## config.mk

```make
export PLATFORM = sky130hd
export DESIGN_NAME = cdb_arbiter
export DESIGN_NICKNAME = d
export VERILOG_FILES = /design/src/rtl/cdb_arbiter_pkg.sv /design/src/rtl/cdb_arbiter_rr_picker.sv /design/src/rtl/cdb_arbiter.sv
export SDC_FILE = /design/constraint.sdc
export NUM_CORES = 1
export LEC_CHECK = 0
export BUFFER_PORTS_ARGS = -buffer_cell sky130_fd_sc_hd__buf_2
export CAP_MARGIN = 20
export CORE_MARGIN = 2
export CORE_UTILIZATION = 39
export DETAILED_ROUTE_END_ITERATION = 8
export HOLD_SLACK_MARGIN = 0.02
export PLACE_DENSITY = 0.72
export SYNTH_ARGS = -nofsm -noshare
export SYNTH_HDL_FRONTEND = slang
export SYNTH_SLANG_ARGS = --single-unit
```

## constraint.sdc

```tcl
create_clock -name clk -period 3.3 [get_ports clk]
set_clock_uncertainty 0.2 [all_clocks]
set_input_delay 0.33 -clock clk [delete_from_list [all_inputs] [get_ports clk]]
set_output_delay 0.33 -clock clk [all_outputs]
set_load 0.05 [all_outputs]
```

## src/rtl/cdb_arbiter_pkg.sv

```systemverilog
// Shared definitions for the CDB arbiter: operand widths, ROB sizing and the
// fixed source index assignment on the result-broadcast bus.
package cdb_arbiter_pkg;

    localparam int ROB_SIZE      = 16;
    localparam int ROB_POS_WIDTH = $clog2(ROB_SIZE);
    localparam int DATA_WIDTH    = 32;
    localparam int ADDR_WIDTH    = 32;
    localparam int NUM_CDB_SRC   = 3;
    localparam int CDB_SRC_W     = 2;

    typedef logic [ROB_POS_WIDTH-1:0] ROB_POS_TYPE;
    typedef logic [DATA_WIDTH-1:0]    DATA_TYPE;
    typedef logic [ADDR_WIDTH-1:0]    ADDR_TYPE;

    localparam logic TRUE  = 1'b1;
    localparam logic FALSE = 1'b0;

    localparam logic [CDB_SRC_W-1:0] CDB_SRC_ALU   = 2'd0;
    localparam logic [CDB_SRC_W-1:0] CDB_SRC_LSB   = 2'd1;
    localparam logic [CDB_SRC_W-1:0] CDB_SRC_SPARE = 2'd2;

endpackage

```

## src/rtl/cdb_arbiter_rr_picker.sv

```systemverilog
// Combinational round-robin picker: first valid source at or after ptr,
// wrapping modulo NUM_SRC. Produces a one-hot grant and its binary index.
module cdb_arbiter_rr_picker #(
    parameter int NUM_SRC = 3,
    parameter int PTR_W   = (NUM_SRC > 1) ? $clog2(NUM_SRC) : 1
) (
    input  logic [NUM_SRC-1:0] valid,
    input  logic [PTR_W-1:0]   ptr,
    output logic [NUM_SRC-1:0] grant,
    output logic [PTR_W-1:0]   grant_idx,
    output logic               any_grant
);

    always_comb begin
        int j;
        grant     = '0;
        grant_idx = '0;
        any_grant = 1'b0;
        j         = 0;
        for (int off = 0; off < NUM_SRC; off++) begin
            j = (int'(ptr) + off) % NUM_SRC;
            if (!any_grant && valid[j]) begin
                any_grant = 1'b1;
                grant[j]  = 1'b1;
                grant_idx = PTR_W'(j);
            end
        end
    end

endmodule

```

## src/rtl/cdb_arbiter.sv

```systemverilog
// Result-broadcast bus arbiter: round-robin grant among execution units,
// one registered broadcast per transfer, frozen by rdy, flushed by rollback.
module cdb_arbiter
    import cdb_arbiter_pkg::*;
#(
    parameter int NUM_SRC   = NUM_CDB_SRC,
    parameter int ROB_POS_W = ROB_POS_WIDTH,
    parameter int DATA_W    = DATA_WIDTH,
    parameter int ADDR_W    = ADDR_WIDTH
) (
    input  logic                          clk,
    input  logic                          rst,
    input  logic                          rdy,
    input  logic                          rollback,
    input  logic [NUM_SRC-1:0]            req_valid,
    output logic [NUM_SRC-1:0]            req_ready,
    input  logic [NUM_SRC*ROB_POS_W-1:0]  req_rob_pos,
    input  logic [NUM_SRC*DATA_W-1:0]     req_val,
    input  logic [NUM_SRC-1:0]            req_jump,
    input  logic [NUM_SRC*ADDR_W-1:0]     req_pc,
    output logic                          cdb_valid,
    output logic [ROB_POS_W-1:0]          cdb_rob_pos,
    output logic [DATA_W-1:0]             cdb_val,
    output logic                          cdb_jump,
    output logic [ADDR_W-1:0]             cdb_pc,
    output logic [CDB_SRC_W-1:0]          cdb_src
);

    localparam int PTR_W = (NUM_SRC > 1) ? $clog2(NUM_SRC) : 1;

    logic [PTR_W-1:0]   rr_ptr;
    logic [NUM_SRC-1:0] grant;
    logic [PTR_W-1:0]   grant_idx;
    logic               any_grant;
    logic               arb_en;
    logic               xfer;

    logic [ROB_POS_W-1:0] sel_rob_pos;
    logic [DATA_W-1:0]    sel_val;
    logic                 sel_jump;
    logic [ADDR_W-1:0]    sel_pc;

    cdb_arbiter_rr_picker #(
        .NUM_SRC (NUM_SRC),
        .PTR_W   (PTR_W)
    ) u_picker (
        .valid     (req_valid),
        .ptr       (rr_ptr),
        .grant     (grant),
        .grant_idx (grant_idx),
        .any_grant (any_grant)
    );

    // Grants are suppressed whenever the registers below would not capture them.
    assign arb_en    = rdy && !rollback && !rst;
    assign req_ready = arb_en ? grant : '0;
    assign xfer      = arb_en && any_grant;

    always_comb begin
        sel_rob_pos = '0;
        sel_val     = '0;
        sel_jump    = 1'b0;
        sel_pc      = '0;
        for (int i = 0; i < NUM_SRC; i++) begin
            if (grant[i]) begin
                sel_rob_pos = req_rob_pos[i*ROB_POS_W +: ROB_POS_W];
                sel_val     = req_val[i*DATA_W +: DATA_W];
                sel_jump    = req_jump[i];
                sel_pc      = req_pc[i*ADDR_W +: ADDR_W];
            end
        end
    end

    always_ff @(posedge clk) begin
        if (rst) begin
            cdb_valid   <= FALSE;
            cdb_rob_pos <= '0;
            cdb_val     <= '0;
            cdb_jump    <= FALSE;
            cdb_pc      <= '0;
            cdb_src     <= '0;
            rr_ptr      <= '0;
        end else if (rollback) begin
            cdb_valid <= FALSE;
            rr_ptr    <= '0;
        end else if (rdy) begin
            cdb_valid <= xfer;
            if (xfer) begin
                cdb_rob_pos <= sel_rob_pos;
                cdb_val     <= sel_val;
                cdb_jump    <= sel_jump;
                cdb_pc      <= sel_pc;
                cdb_src     <= CDB_SRC_W'(grant_idx);
                rr_ptr      <= (grant_idx == PTR_W'(NUM_SRC - 1)) ? '0 : grant_idx + 1'b1;
            end
        end
    end

endmodule

```

==> results of run 1 <==
-- worst max-delay path by stage --
stage / start / endpoint / slack (ps) / cells past startpoint
after floorplan: rr_ptr[0] / req_ready[0] / 160 / 10
after global placement: rr_ptr[0] / cdb_val[7] / 300 / 8
after detailed placement: rr_ptr[1] / cdb_val[30] / 220 / 8
after CTS: rr_ptr[0] / req_ready[2] / 30 / 9
after global routing: rr_ptr[0] / req_ready[2] / -9 / 9
final: rr_ptr[0] / req_ready[2] / 140 / 9
-- registers in the layout (all words and copies together) (netlist names) --
signal	cells
cdb_jump	1
cdb_pc	32
cdb_rob_pos	4
cdb_src	2
cdb_val	32
cdb_valid	1
rr_ptr	2
-- per-layer routing --
layer	share of wire, %	vias to the layer above
li1	-	3019
met3	8.2	37
met2	47	336
met4	2.3	0
met5	0	-
met1	43	3070
-- power breakdown --
group	total, mW	switching, mW	internal, mW	leakage [nW]
registers	1.01	0.0385	0.968	0.610
logic	0.878	0.587	0.291	2.49
clock network	1.02	0.393	0.628	0.147
-- kinds of logic after synthesis --
| family | count (synthesis) | share of synthesized area (%) |
|---|---|---|
| compound gates | 231 | 33.20 |
| fa+ha+maj | 4 | 0.9700 |
| flops | 74 | 28.71 |
| buf+inv | 88 | 7.008 |
| mux | 5 | 1.140 |
| simple gates | 241 | 28.98 |
-- Yosys cell counts (3+ instances only) --
cell type / number
sky130_fd_sc_hd__a2111oi_0: 59
sky130_fd_sc_hd__a2111oi_2: 10
sky130_fd_sc_hd__a22oi_1: 69
sky130_fd_sc_hd__and3_1: 70
sky130_fd_sc_hd__buf_2: 7
sky130_fd_sc_hd__clkbuf_1: 74
sky130_fd_sc_hd__dfxtp_1: 74
sky130_fd_sc_hd__ha_1: 4
sky130_fd_sc_hd__inv_1: 3
sky130_fd_sc_hd__mux2i_1: 3
sky130_fd_sc_hd__nand2_1: 3
sky130_fd_sc_hd__nand2b_1: 3
sky130_fd_sc_hd__nand3_1: 69
sky130_fd_sc_hd__nand3b_1: 72
sky130_fd_sc_hd__nor2_1: 7
sky130_fd_sc_hd__nor2b_1: 3
sky130_fd_sc_hd__nor3_1: 6
sky130_fd_sc_hd__o21ai_0: 72
-- stage by stage --
| stage | TNS (ps) | total power [mW] | hold slack [ps] | setup WS, ps | instances |
|---|---|---|---|---|---|
| floorplan | 0 | 1.575 | 208.5 | 163.5 | 643 |
| global placement | 0 | 1.891 | 279.3 | 297.8 | 1041 |
| detailed placement | 0 | 1.894 | 279.3 | 221.9 | 1041 |
| CTS | 0 | 2.919 | 58.76 | 25.18 | 1058 |
| global route | -9.190 | 3.020 | 68.13 | -9.190 | 1058 |
| finish | 0 | 2.905 | 69.38 | 141.9 | 1059 |
-- critical path: stages, from the launching register on --
cell	delay [ps]
sky130_fd_sc_hd__dfxtp_1	370
sky130_fd_sc_hd__inv_1	80
sky130_fd_sc_hd__ha_2	380
sky130_fd_sc_hd__buf_12	250
sky130_fd_sc_hd__and3b_1	200
sky130_fd_sc_hd__nor3b_2	260
sky130_fd_sc_hd__a311oi_4	90
sky130_fd_sc_hd__buf_12	200
sky130_fd_sc_hd__nor2_1	130
sky130_fd_sc_hd__buf_2	280
-- repair_timing --
action | 4_1_cts | 5_1_grt
resized for setup | 0 | 4
endpoints found under the hold margin | 2 | 0
setup endpoints to repair | 0 | 36
hold buffers | 1 | 0
-- cell type report --
cell class / count / share of cell area (%)
multi-input combinational: 481 / 47.75
timing repair buffer: 308 / 23.87
sequential: 74 / 20.87
clock buffer: 14 / 3.719
tap: 176 / 3.102
clock inverter: 2 / 0.4936
inverter: 3 / 0.1586
antenna: 1 / 0.03525
==> flow_summary.json, run 1 <==
{
  "cap_violations": 0,
  "finalCritPeriodShare_pct": 95.70,
  "power.static_leakage_nw": 3.245,
  "detail_route.drc_violations": 0,
  "clock-root-buffer": "sky130_fd_sc_hd__clkbuf_16",
  "worst-endpoint-arrival_ps": 2630,
  "final_max_slew_viol_count": 0,
  "async_reset_ff_share_pct": 0,
  "timing.hold.worst_path_depth": 3,
  "synth_edf_count": 0,
  "final_antenna_net_count": 0,
  "ys_seq_elements": 74,
  "main_area_contributors_after_synthesis": "sky130_fd_sc_hd__dfxtp_1, sky130_fd_sc_hd__nand3b_1, sky130_fd_sc_hd__a22oi_1, sky130_fd_sc_hd__a2111oi_0, sky130_fd_sc_hd__and3_1",
  "die_outline_width_microns": 119.0,
  "area_growth_pct": 37.56,
  "critical_path_class": "reg2out",
  "top_usage_layer": "met2",
  "maxSlewHeadroom_pct": 52.10,
  "holdCritStartpoint": "req_val[13]",
  "use_met2_pct": 43.97,
  "cts_htree_levels": 3,
  "worst_hold_path_type": "in2reg",
  "fill_cells": 1301,
  "tritoncts.num_buffers": 9,
  "power_per_cell_area_mw_per_mm2": 409.3,
  "num_vias": 6462,
  "hold_violations": 0,
  "crit-reg2reg-launch": "rr_ptr[1]",
  "drt_pass1_iterations": 5,
  "cts.repair_timing.setup_buffer_count": 0,
  "detail_route.wirelength_microns": 19850,
  "layout.area.seq_sq_mm": 0.001481,
  "final_net_count": 1095,
  "mostFrequentLayoutCell": "sky130_fd_sc_hd__buf_2",
  "crit_required_ps": 2770,
  "ios": 289,
  "postLayoutCoreUtil_pct": 54.25,
  "multiInputGateArea_sq_mm": 0.003390,
  "first_global_vias": 5950,
  "tritoncts_clock_tree": "built",
  "globalRouteTotalUtil_pct": 26.77,
  "final_cell_mix": "sky130_fd_sc_hd__buf_2, sky130_fd_sc_hd__dfxtp_1, sky130_fd_sc_hd__nand3b_1, sky130_fd_sc_hd__o21ai_0, sky130_fd_sc_hd__and3_1",
  "status": "finished clean",
  "syn-instance-count": 643,
  "maximum_number_of_pins_on_one_net_before_global_route_repair": 74,
  "place_area_sq_mm": 0.006777,
  "max-clock-path-buffers": 2,
  "final_layout_size_suffix_gt1_share_pct": 39.34,
  "max_freq_mhz": 316.6,
  "worst_setup_path_end_kind": "output pin",
  "post_synth_num_cell_types": 46,
  "dp_hpwl_microns": 12550,
  "global_route.overflow_total": 0,
  "portion_of_the_post_synthesis_area_used_by_sequential_elements_pct": 28.71,
  "timing.rr.end": "cdb_pc[13]",
  "reg2reg_setup_slack_ps": 230,
  "die_area_sq_mm": 0.01417,
  "vdd_ir_drop_max_v": 0.0002754,
  "netlist.area_leader.share_pct": 28.71,
  "gp_congestion": 0.8489,
  "setup_viol": 0,
  "synthFlopType": "sky130_fd_sc_hd__dfxtp_1",
  "chipHeight_microns": 119.0,
  "fp-row-count": 42,
  "initial_utilization_pct": 39.43,
  "critical_path.startpoint_type": "flip-flop",
  "postSynthNetCount": 861,
  "met1_usage_pct": 35.76,
  "fin_area_sq_mm": 0.007098,
  "first_pass_grt_wire_length_microns": 30960,
  "avgViaCountPerCell": 6.102,
  "worstHoldEndpoint": "cdb_val[13]",
  "final_period_minus_worst_setup_slack_ps": 3158,
  "worstSkewPairLatency_ps": 330,
  "met3_usage_pct": 4.262,
  "critical_path_peak_fanout": 57,
  "antenna_violations_before_repair": 1,
  "post_synth_instance_area_sq_mm": 0.005160,
  "numPortBuffers": 288,
  "mean_area_per_synthesized_cell_sq_um": 8.025,
  "cts.clk_slew.worst_paths_ps": 60,
  "detail_route.wl_per_cell_microns": 18.75,
  "number_of_warnings_printed_during_yosys_synthesis": 0,
  "reg2reg_depth": 8,
  "worst-slew-pin-transition_ps": 718.5,
  "drt_first_iter_violations": 698,
  "synth_largest_area_cell": "sky130_fd_sc_hd__dfxtp_1",
  "cts.sink_count": 74,
  "core_region_area_sq_mm": 0.01309
}
(Power assumes the default switching activity.)
==> run 2, diff against run 1 <==
- CORE_ASPECT_RATIO: not set -> 1.4
==> run 2 against run 1 <==
Effect of this change: design area decreased by 0.14%; core utilization up 0.81 points; routed wire length increased by 2.9%; die area about the same; global-route usage rose by 0.44 points; sequential share of layout area barely moved; non-clock buffer count grew 9; critical path depth is 2 lower; first-iteration DRC count is 42% lower; critical path type unchanged.
==> flow_summary.json, run 2 (synthesis results as in run 1) <==
{
  "status": "finished clean",
  "dp_hpwl_microns": 13650,
  "drt_first_iter_violations": 407,
  "die_outline_width_microns": 101.2,
  "power.static_leakage_nw": 3.265,
  "fp-row-count": 49,
  "final_cell_mix": "sky130_fd_sc_hd__buf_2, sky130_fd_sc_hd__dfxtp_1, sky130_fd_sc_hd__nand3b_1, sky130_fd_sc_hd__o21ai_0, sky130_fd_sc_hd__and3_1",
  "hold_violations": 0,
  "dpl.cell_count": 1025,
  "antenna_violations_before_repair": 2,
  "fin_tns_setup_ps": 0,
  "max_freq_mhz": 324.7,
  "reg2reg_setup_slack_ps": 310,
  "worstSkewPairLatency_ps": 330,
  "cts.sink_count": 74,
  "num_vias": 6517,
  "worstPathCellList": "inv_1, ha_1, and3b_1, o21ba_2, buf_12, nor3_2, buf_2",
  "detail_route.drc_violations": 0,
  "rsz0062_at_grt": "false",
  "maximum_number_of_pins_on_one_net_before_global_route_repair": 74,
  "chipHeight_microns": 140.1,
  "final_antenna_net_count": 0,
  "critical_path_peak_fanout": 34,
  "maxSlewHeadroom_pct": 53.90,
  "globalRouteTotalUtil_pct": 27.20,
  "final_net_count": 1105,
  "area_growth_pct": 37.37,
  "total_power_consumption_of_the_routed_design_mw": 2.823,
  "max-clock-path-buffers": 2,
  "ios": 289,
  "critPathBufInv": 3,
  "cts_htree_levels": 3,
  "final_period_minus_worst_setup_slack_ps": 3080,
  "crit_required_ps": 2770,
  "final_max_slew_viol_count": 0,
  "timing.hold.ws_ps": 72.12,
  "worst_hold_path_type": "in2reg",
  "drt_pass1_iterations": 5,
  "final_layout_size_suffix_gt1_share_pct": 40.13,
  "critical_path_class": "reg2out",
  "biggest_regs": "cdb_pc x32, cdb_val x32, cdb_rob_pos x4",
  "tritoncts.num_buffers": 9,
  "gp_congestion": 0.9153,
  "cts.clk_slew.worst_paths_ps": 60,
  "layout.cells.non_filler": 1046,
  "detail_route.wl_per_cell_microns": 19.54,
  "worst-endpoint-arrival_ps": 2550,
  "die_area_sq_mm": 0.01418,
  "numPortBuffers": 288,
  "finalCritPeriodShare_pct": 93.34,
  "global_route.overflow_total": 0,
  "critical_path.startpoint_type": "flip-flop",
  "worst_path_largest_cell_delay_ps": 490,
  "power_per_cell_area_mw_per_mm2": 398.3,
  "first_global_vias": 6170,
  "clock-root-buffer": "sky130_fd_sc_hd__clkbuf_16",
  "detail_route.wirelength_microns": 20440,
  "core_region_area_sq_mm": 0.01287,
  "setup_viol": 0,
  "critical_path.top_delay_family": "buffers and inverters",
  "mostFrequentLayoutCell": "sky130_fd_sc_hd__buf_2",
  "worst_setup_path_end_kind": "output pin",
  "vdd_ir_drop_max_v": 0.0002778,
  "cap_violations": 0,
  "worst-slew-pin-transition_ps": 690.0,
  "crit_path_top_delay_cell": "sky130_fd_sc_hd__o21ba_2",
  "initial_utilization_pct": 40.08,
  "tritoncts_clock_tree": "built",
  "avgViaCountPerCell": 6.230,
  "first_pass_grt_wire_length_microns": 31390
}
## run 2: cell count changes in the layout (fill, tap and decap cells not counted), sizes merged
cell | before | now
clkinv | 1 | 4
buf | 307 | 316
a311o | 1 | 2
clkinvlp | 0 | 2
bufinv | 1 | 0
clkbuf | 14 | 10
## run 2: area by class of cell
class | count | area [sq um]
diodes | 1 | 2.502
inverters | 3 | 11.26
clock buffers | 10 | 239.0
multi-input cells | 482 | 3396
fillers | 1318 | 5787
clock inverters | 6 | 42.54
flip-flops and latches | 74 | 1481
well taps | 153 | 191.4
repair buffers | 317 | 1724
## run 2: path summary, 6_finish.rpt
path / startpoint / end / cells after the start
setup / recovery: rr_ptr[1] / req_ready[1] / 7
hold / removal: req_rob_pos[0] / cdb_rob_pos[0] / 3
setup reg to reg: rr_ptr[0] / cdb_pc[25] / 8
hold reg to reg: cdb_val[2] / cdb_val[2] / 2
## run 2: timing repair
action / CTS / global route
endpoints found under the setup margin: 0 / 4
endpoints found under the hold margin: 2 / 0
setup buffers: 0 / 2
gates resized for setup: 0 / 1
hold buffers: 1 / 0
## run 2: worst register-to-register path, stage by stage, from the launching register on
cell and delay [ps]:
sky130_fd_sc_hd__dfxtp_1 370, sky130_fd_sc_hd__inv_1 80, sky130_fd_sc_hd__ha_2 400, sky130_fd_sc_hd__mux2i_2 310, sky130_fd_sc_hd__o22ai_2 200, sky130_fd_sc_hd__a311o_2 490
sky130_fd_sc_hd__buf_12 190, sky130_fd_sc_hd__a2111oi_0 460, sky130_fd_sc_hd__a22oi_1 150
## run 2: stage by stage
| step | worst slack (ps) | util (%) | area [sq um] |
|---|---|---|---|
| after floorplan | 163.5 | - | 5170 |
| after global placement | 289.9 | 52.53 | 6763 |
| after detailed placement | 202.5 | 52.53 | 6763 |
| after CTS | 185.2 | 54.79 | 7054 |
| after global routing | 63.21 | 55.05 | 7088 |
| final | 219.9 | 55.05 | 7088 |
## run 2: per-layer routing
layer	vias to the layer above	wire [microns]	track usage (%)
li1	3048	-	-
met1	3093	8197	34.74
met2	339	10120	45.56
met3	37	1578	4.391
met4	0	541	10.17
met5	-	0	0
## run 2: power breakdown
group	leakage [nW]	switching [mW]	total, mW	internal (mW)
Combinational	2.52	0.589	0.882	0.293
Sequential	0.610	0.0381	1.01	0.968
Clock	0.134	0.406	0.935	0.530
